--- config.mk ---
export PLATFORM = sky130hd
export DESIGN_NAME = bitmap_scanout
export DESIGN_NICKNAME = d
export VERILOG_FILES = /design/src/rtl/bitmap_scanout.sv
export SDC_FILE = /design/constraint.sdc
export NUM_CORES = 1
export LEC_CHECK = 0
export CAP_MARGIN = 20
export CORE_MARGIN = 5
export CORE_UTILIZATION = 49
export CTS_CLUSTER_DIAMETER = 80
export DETAILED_ROUTE_END_ITERATION = 6
export GPL_ROUTABILITY_DRIVEN = 0
export PLACE_DENSITY = 0.79
export SLEW_MARGIN = 10
export SYNTH_ARGS = -nofsm -noshare
export SYNTH_HDL_FRONTEND = slang
export SYNTH_SLANG_ARGS = --single-unit
--- constraint.sdc ---
create_clock -name clk -period 2.59 [get_ports clk]
set_input_delay 0.3885 -clock clk [delete_from_list [all_inputs] [get_ports clk]]
set_output_delay 0.3885 -clock clk [all_outputs]
set_load 0.05 [all_outputs]
--- src/rtl/bitmap_scanout.sv ---
// Video fetch stage for a 1 bpp framebuffer behind a one-clock-latency sync RAM.
// Prefetches each byte one step ahead and serialises it MSB-first onto a registered RGB stream.
module bitmap_scanout #(
  parameter int         A        = 13,
  parameter int         H_BYTES  = 32,
  parameter int         H_TOTAL  = 309,
  parameter int         V_ACTIVE = 240,
  parameter int         V_TOTAL  = 262,
  parameter logic [2:0] FG       = 3'b111,
  parameter logic [2:0] BG       = 3'b000
) (
  input  logic         clk,
  input  logic         reset,
  input  logic [8:0]   hpos,
  input  logic [8:0]   vpos,
  output logic [A-1:0] ram_addr,
  input  logic [7:0]   ram_dout,
  output logic [2:0]   rgb
);

  localparam int         H_ACTIVE   = 8 * H_BYTES;
  localparam logic [8:0] H_ACT_END  = 9'(H_ACTIVE);
  localparam logic [8:0] H_PREFETCH = 9'(H_TOTAL - 3);
  localparam logic [8:0] H_LAST     = 9'(H_TOTAL - 1);
  localparam logic [8:0] V_ACT_END  = 9'(V_ACTIVE);
  localparam logic [8:0] V_LAST_VIS = 9'(V_ACTIVE - 1);
  localparam logic [8:0] V_LAST     = 9'(V_TOTAL - 1);
  localparam logic [5:0] LAST_COL   = 6'(H_BYTES - 1);
  localparam logic [A-1:0] STRIDE   = A'(H_BYTES);

  logic         active;
  logic         next_line_active;
  logic [5:0]   col;
  logic         col_fetch;
  logic         col_load;
  logic [A-1:0] base;
  logic [A-1:0] col_addr;
  logic [7:0]   shreg;

  assign active           = (hpos < H_ACT_END) && (vpos < V_ACT_END);
  assign col              = hpos[8:3];
  assign next_line_active = (vpos == V_LAST) || (vpos < V_LAST_VIS);
  // Fetch the next column's byte two cycles before it is needed; the last column was prefetched already.
  assign col_fetch        = active && (hpos[2:0] == 3'd5) && (col < LAST_COL);
  assign col_load         = active && (hpos[2:0] == 3'd7) && (col < LAST_COL);
  assign col_addr         = base + A'(col) + A'(1);

  // Base of the line the next prefetch targets; advanced once the current line's fetches are done.
  always_ff @(posedge clk or negedge reset) begin
    if (!reset) begin
      base <= '0;
    end else if (hpos == H_ACT_END) begin
      if (vpos == V_LAST) begin
        base <= '0;
      end else if (vpos < V_LAST_VIS) begin
        base <= base + STRIDE;
      end
    end
  end

  always_ff @(posedge clk or negedge reset) begin
    if (!reset) begin
      ram_addr <= '0;
    end else if ((hpos == H_PREFETCH) && next_line_active) begin
      ram_addr <= base;
    end else if (col_fetch) begin
      ram_addr <= col_addr;
    end
  end

  // Load wins over shift so the first pixel of each byte is ready on the next column's first cycle.
  always_ff @(posedge clk or negedge reset) begin
    if (!reset) begin
      shreg <= '0;
    end else if ((hpos == H_LAST) && next_line_active) begin
      shreg <= ram_dout;
    end else if (col_load) begin
      shreg <= ram_dout;
    end else if (active) begin
      shreg <= {shreg[6:0], 1'b0};
    end
  end

  always_ff @(posedge clk or negedge reset) begin
    if (!reset) begin
      rgb <= 3'b000;
    end else if (active) begin
      rgb <= shreg[7] ? FG : BG;
    end else begin
      rgb <= 3'b000;
    end
  end

endmodule
==> impl_metrics.toml, run 1 <==
[die]
initial_standard_cell_utilization_of_the_core_pct = 50.28
chip_height_um = 71.06
core_area_um2 = 3633
io_pins = 44
floorplan.die_area_um2 = 5049
rows = 22
die_width_um = 71.06

[cts]
post-cts-setup-buffer-count = 0
post_cts_resized = 0
buffer_levels_on_the_longest_clock_path = 2
cts-htree-levels = 2
clock_sink_total = 30
ctsHoldBuffers = 0
clk_pin_slew_worst_paths_ns = 0.06
ctsRootBufferMaster = "clkbuf_8"
clk-insertion-delay-late_ns = 0.28
clock_tree_from_tritoncts = "yes"
numCtsBuffers = 5

[worst_setup_path]
worst_setup_path_end_kind = "register"
crit_path_start_kind = "primary input"
critPathArrivalTime_ns = 2.34
critPathMaxFanout = 9
worst_setup_path_startpoint = "hpos[3]"
worstRegToRegCells = 6
worstSetupPathType = "in -> reg"
r2r-start = "base[5]"
worstPathRequired_ns = 2.73

[sta]
final-hold-violation-count = 0
max-slew-margin-rel_pct = 64.17
rsz0062_at_grt = "no"
setup_viol_count_final = 0
maxSlewViolCount = 0
max_slew.worst_pin.slew_ns = 0.5354
timing.final.crit_period_ns = 2.196
achievable-frequency_mhz = 455.4
fin_worst_skew_ns = 0.006664
finalHoldWorstSlack_ns = 0.4806
setup_tns_ns = 0
final.period_utilization_pct = 84.77

[synthesis]
synthesis.nets = 223
postSynth.asyncResetShare_pct = 100.0
synth_enable_flop_cells = 0
synth.top_cells.by_area = "dfrtp_1 41%, o22a_1 11%, nand3_1 4.1%, nand2_1 3.7%, a21oi_1 3.3%"
netlist-cell-type-count = 42
synth-seq-cells = 30
synth.largest_area_cell = "dfrtp_1"
synth_area_um2 = 1827
synth.avg_cell_area_um2 = 9.564
number_of_standard_cells_after_synthesis = 191
yosys_most_used_dff = "dfrtp_1"
synth-warning-count = 0
synth_top_area_share_pct = 41.10
yosysSeqAreaShare_pct = 41.10

[drt]
drt-initial-drc-count = 121
drt_wirelength_um = 4549
dr_total_vias = 1715
post_drt_wl_per_cell_um = 15.63
detailedRoute.firstPassIterationCount = 4
antenna_violation_net_count_after_detailed_routing = 0
drc_errors = 0
vias_per_inst = 5.893

[grt]
grt_max_degree = 31
globalRouteTotalUtil_pct = 18.98
antenna_found_initial = 0
grt_pass1_vias = 1633
globalRoute.totalOverflow = 0
grt_first_pass_wirelength_um = 7728

[cells_and_area]
layout.area.seq_um2 = 750.7
multi_input_combinational_cell_area_um2 = 1012
final_cells = 291
syn2layout_area_growth_pct = 35.21
fill_cells = 317
antenna_cells = 0
final_nets = 274
drive_above_1_share_pct = 11.52

[place]
place.port_buffers = 43
post-place-cells = 283
place_hpwl_um = 3350

[worst_hold_path]
holdCritPathClass = "reg -> reg"
holdCritStartpoint = "shreg[7]"
hold_path_depth = 1

[pwr]
cellLeakagePower_uw = 0.0009215
power.ir.vdd_worst_v = 0.0003283
power.density_nw_per_um2 = 609.9

[run]
drv.max_cap_violation_count = 0

[outcome]
status = "completed"
## worst max-delay path: stages
cell	delay, ns
clkdlybuf4s50_1	0.42
buf_4	0.17
nor4_1	0.27
nand2_1	0.21
a2111o_1	0.54
o21ai_0	0.21
o21ai_0	0.12
## synth_stat cells, types with 2 or more instances
master,n
o21ai_0,12
buf_4,2
o21a_1,2
xor2_1,3
and2_1,5
nand4b_1,2
nand2b_1,2
nand4_1,4
o41ai_1,2
dfrtp_1,30
a2bb2oi_1,2
and4_1,2
and3_1,2
ha_1,4
a21oi_1,12
buf_2,4
nand2_1,18
o22a_1,23
clkbuf_1,7
a211oi_1,4
nand3_1,15
nor2_1,10
o31ai_1,3
inv_1,2
nor4_1,2
## power breakdown
| group | internal (uW) | total [uW] | switching [uW] |
|---|---|---|---|
| clock | 214 | 388 | 174 |
| combinational | 229 | 532 | 303 |
| sequential | 543 | 586 | 42.9 |
| total | 987 | 1510 | 520 |
## layer usage
layer  vias up  GRT usage [%]  wire length (um)
met5         -              0                 0
li1        833              -                 -
met2        59          29.25              2087
met4         0          7.933                85
met1       816          25.84              2080
met3         7          3.977               295
## stage by stage
stage / area, um^2 / total power, uW / setup slack, ns / util (%)
after floorplan: 1827 / 926.9 / 0.6743 / -
after global placement: 2379 / 1122 / 0.2131 / 65.46
after detailed placement: 2379 / 1130 / 0.1090 / 65.46
after CTS: 2470 / 1513 / 0.4058 / 67.98
after global routing: 2470 / 1575 / 0.2458 / 67.98
final: 2470 / 1506 / 0.3943 / 67.98
## cell usage in the layout, fill, tap and decap left out, types with 2 or more instances in the layout
cell type	n
nand2_1	18
ha_1	4
nor2_1	10
dfrtp_1	30
clkdlybuf4s50_1	43
a21oi_1	12
o22a_1	23
a211oi_1	3
buf_4	13
clkbuf_8	6
a211oi_2	2
nand2b_1	2
xor2_1	3
o21ai_0	12
o41ai_1	2
o31ai_1	3
a2bb2oi_1	2
nand3_1	15
nand4_1	4
and3_1	2
nor4_1	2
nand4b_1	2
and4_1	2
inv_1	2
o21a_1	2
and2_1	5
## cells by family (layout without fill, tap and decap cells)
family / after synthesis / in the layout / synth area share [%]
AND/OR/NAND/NOR: 68 / 68 / 20.89
adder cells (fa/ha/maj): 4 / 4 / 2.740
AO/OA/AOI/OAI: 70 / 70 / 29.59
flip-flops: 30 / 30 / 41.10
XOR/XNOR: 4 / 4 / 1.918
buffers and inverters: 15 / 67 / 3.767
## layout make-up
class / count / area share (%)
Inverter: 2 / 0.3040
Multi-Input combinational cell: 146 / 40.98
Timing Repair Buffer: 57 / 22.19
Clock buffer: 7 / 3.495
Tap cell: 48 / 2.432
Sequential cell: 30 / 30.40
Clock inverter: 1 / 0.2026
## flip-flops by register name, summed over array words and instances (netlist names)
name and cells:
ram_addr 13, base 8, shreg 8, rgb 1
## worst paths after layout
| path | endpoint | slack [ns] |
|---|---|---|
| worst max-delay path | base[7] | 0.39 |
| worst min-delay path | rgb[1] | 0.48 |
| worst max register to register | ram_addr[11] | 0.54 |
| worst min register to register | rgb[1] | 0.48 |
| max in group asynchronous | base[9] | 1.80 |
| min in group asynchronous | shreg[0] | 0.50 |
(Power assumes the default switching activity.)
==> inputs of run 2 (changes only) <==
clock period = 2.3 ns   (was 2.59 ns; I/O delays follow)
==> run 2 against run 1 <==
Net effect:
- worst setup slack worse by 0.17 ns
- final cell count up 3.1%
- count of clock-buffer cells in the layout unchanged
- critical endpoint is now base[10]
==> impl_metrics.toml, run 2 (synthesized netlist as in run 1, its figures left out) <==
[pwr]
finalPower_uw = 1709
power.density_nw_per_um2 = 670.3
cellLeakagePower_uw = 0.0009683
power.ir.vdd_worst_v = 0.0002903

[drt]
dr_total_vias = 1763
vias_per_inst = 5.877
post_drt_wl_per_cell_um = 15.57
detailedRoute.firstPassIterationCount = 4
drt_wirelength_um = 4671
drc_errors = 0
drt-initial-drc-count = 169
antenna_violation_net_count_after_detailed_routing = 0

[cells_and_area]
layout_common_cells = "43 x clkdlybuf4s50_1, 30 x dfrtp_1, 23 x o22a_1, 21 x buf_4, 18 x nand2_1"
largest_register_ffs = 13
mostFrequentLayoutCell = "clkdlybuf4s50_1"
final_nets = 283
drive_above_1_share_pct = 14.68
largest-register = "ram_addr"
fin_util_pct = 70.18
biggest_registers_after_layout = "ram_addr (13), base (8), shreg (8)"
antenna_cells = 0
syn2layout_area_growth_pct = 39.59

[grt]
antenna_found_initial = 0
globalRouteTotalUtil_pct = 19.59
grt_first_pass_wirelength_um = 7948
grt_pass1_vias = 1783
grt_max_degree = 31
globalRoute.totalOverflow = 0

[worst_setup_path]
worstSetupPathType = "in -> reg"
crit_path_start_kind = "primary input"
r2r-start = "base[5]"
worst_setup_path_startpoint = "hpos[3]"
worstRegToRegCells = 6
worst_setup_path_end_kind = "register"
critPathMaxFanout = 9
critPathArrivalTime_ns = 2.24
worstPathRequired_ns = 2.46
r2r_slack_ns = 0.45
reg_to_reg_endpoint = "ram_addr[9]"

[cts]
ctsRootBufferMaster = "clkbuf_8"
numCtsBuffers = 5
clk_pin_slew_worst_paths_ns = 0.06
post-cts-setup-buffer-count = 0
buffer_levels_on_the_longest_clock_path = 2
post_cts_resized = 0
clock_sink_total = 30
ctsHoldBuffers = 0
cts-htree-levels = 2
clock_tree_from_tritoncts = "yes"
clk-insertion-delay-late_ns = 0.28

[sta]
maxSlewViolCount = 0
final.period_utilization_pct = 90.10
max_slew.worst_pin.slew_ns = 0.5447
finalHoldWorstSlack_ns = 0.4500
max-slew-margin-rel_pct = 63.55
achievable-frequency_mhz = 482.5
rsz0062_at_grt = "no"
final-hold-violation-count = 0
setup_viol_count_final = 0
timing.final.crit_period_ns = 2.072
fin_worst_skew_ns = 0.001494

[die]
floorplan.die_area_um2 = 5049
chip_height_um = 71.06
rows = 22
initial_standard_cell_utilization_of_the_core_pct = 50.28
die_width_um = 71.06
core_area_um2 = 3633
io_pins = 44

[worst_hold_path]
holdCritPathClass = "in -> async"

[run]
drv.max_cap_violation_count = 0

[place]
place.port_buffers = 43
place_hpwl_um = 3470

[outcome]
status = "completed"
run 2: changes by cell type in the layout (fill, tap and decap cells not counted), sizes merged:
cell	change
buf	+9
run 2: worst max-delay path by stage:
stage / endpoint / slack (ns) / cells past startpoint
final: base[10] / 0.23 / 7
after global routing: base[7] / 0.14 / 7
after floorplan: shreg[1] / 0.43 / 6
after detailed placement: base[10] / -0.05 / 7
after CTS: base[10] / 0.25 / 7
after global placement: base[9] / 0.001 / 7
run 2: metal layers:
metal / routed length, um / part of all wire [%] / vias up / GRT usage (%)
met2: 2266 / 49 / 51 / 32.13
met3: 265 / 5.7 / 7 / 4.830
li1: - / - / 854 / -
met4: 72 / 1.5 / 0 / 7.724
met5: 0 / 0 / - / 0
met1: 2066 / 44 / 851 / 24.78
run 2: final cells by class:
class	instances	area (um^2)
Sequential cell	30	750.7
Timing Repair Buffer	66	628.1
Multi-Input combinational cell	146	1012
Inverter	2	7.507
Clock buffer	7	86.33
Fill cell	288	1084
Tap cell	48	60.06
Clock inverter	1	5.005
run 2: stage by stage:
| stage | std cells | setup slack [ns] | setup TNS, ns | cell area (um^2) |
|---|---|---|---|---|
| global placement | 292 | 0.001388 | 0 | 2459 |
| detailed placement | 292 | -0.04910 | -0.1986 | 2459 |
| CTS | 300 | 0.2505 | 0 | 2550 |
| global route | 300 | 0.1432 | 0 | 2550 |
| finish | 300 | 0.2276 | 0 | 2550 |
| floorplan | 191 | 0.4278 | 0 | 1827 |
run 2: worst max-delay path, stage by stage:
cell and delay [ns]:
clkdlybuf4s50_1 0.43, buf_4 0.17, nor4_1 0.22, nand2_1 0.20, a2111o_1 0.55, o21ai_0 0.23
o41ai_1 0.10
run 2: where the power goes:
group | total [uW] | internal, uW | switching [uW]
Combinational | 614 | 266 | 348
Clock | 436 | 241 | 195
Sequential | 659 | 612 | 47.3
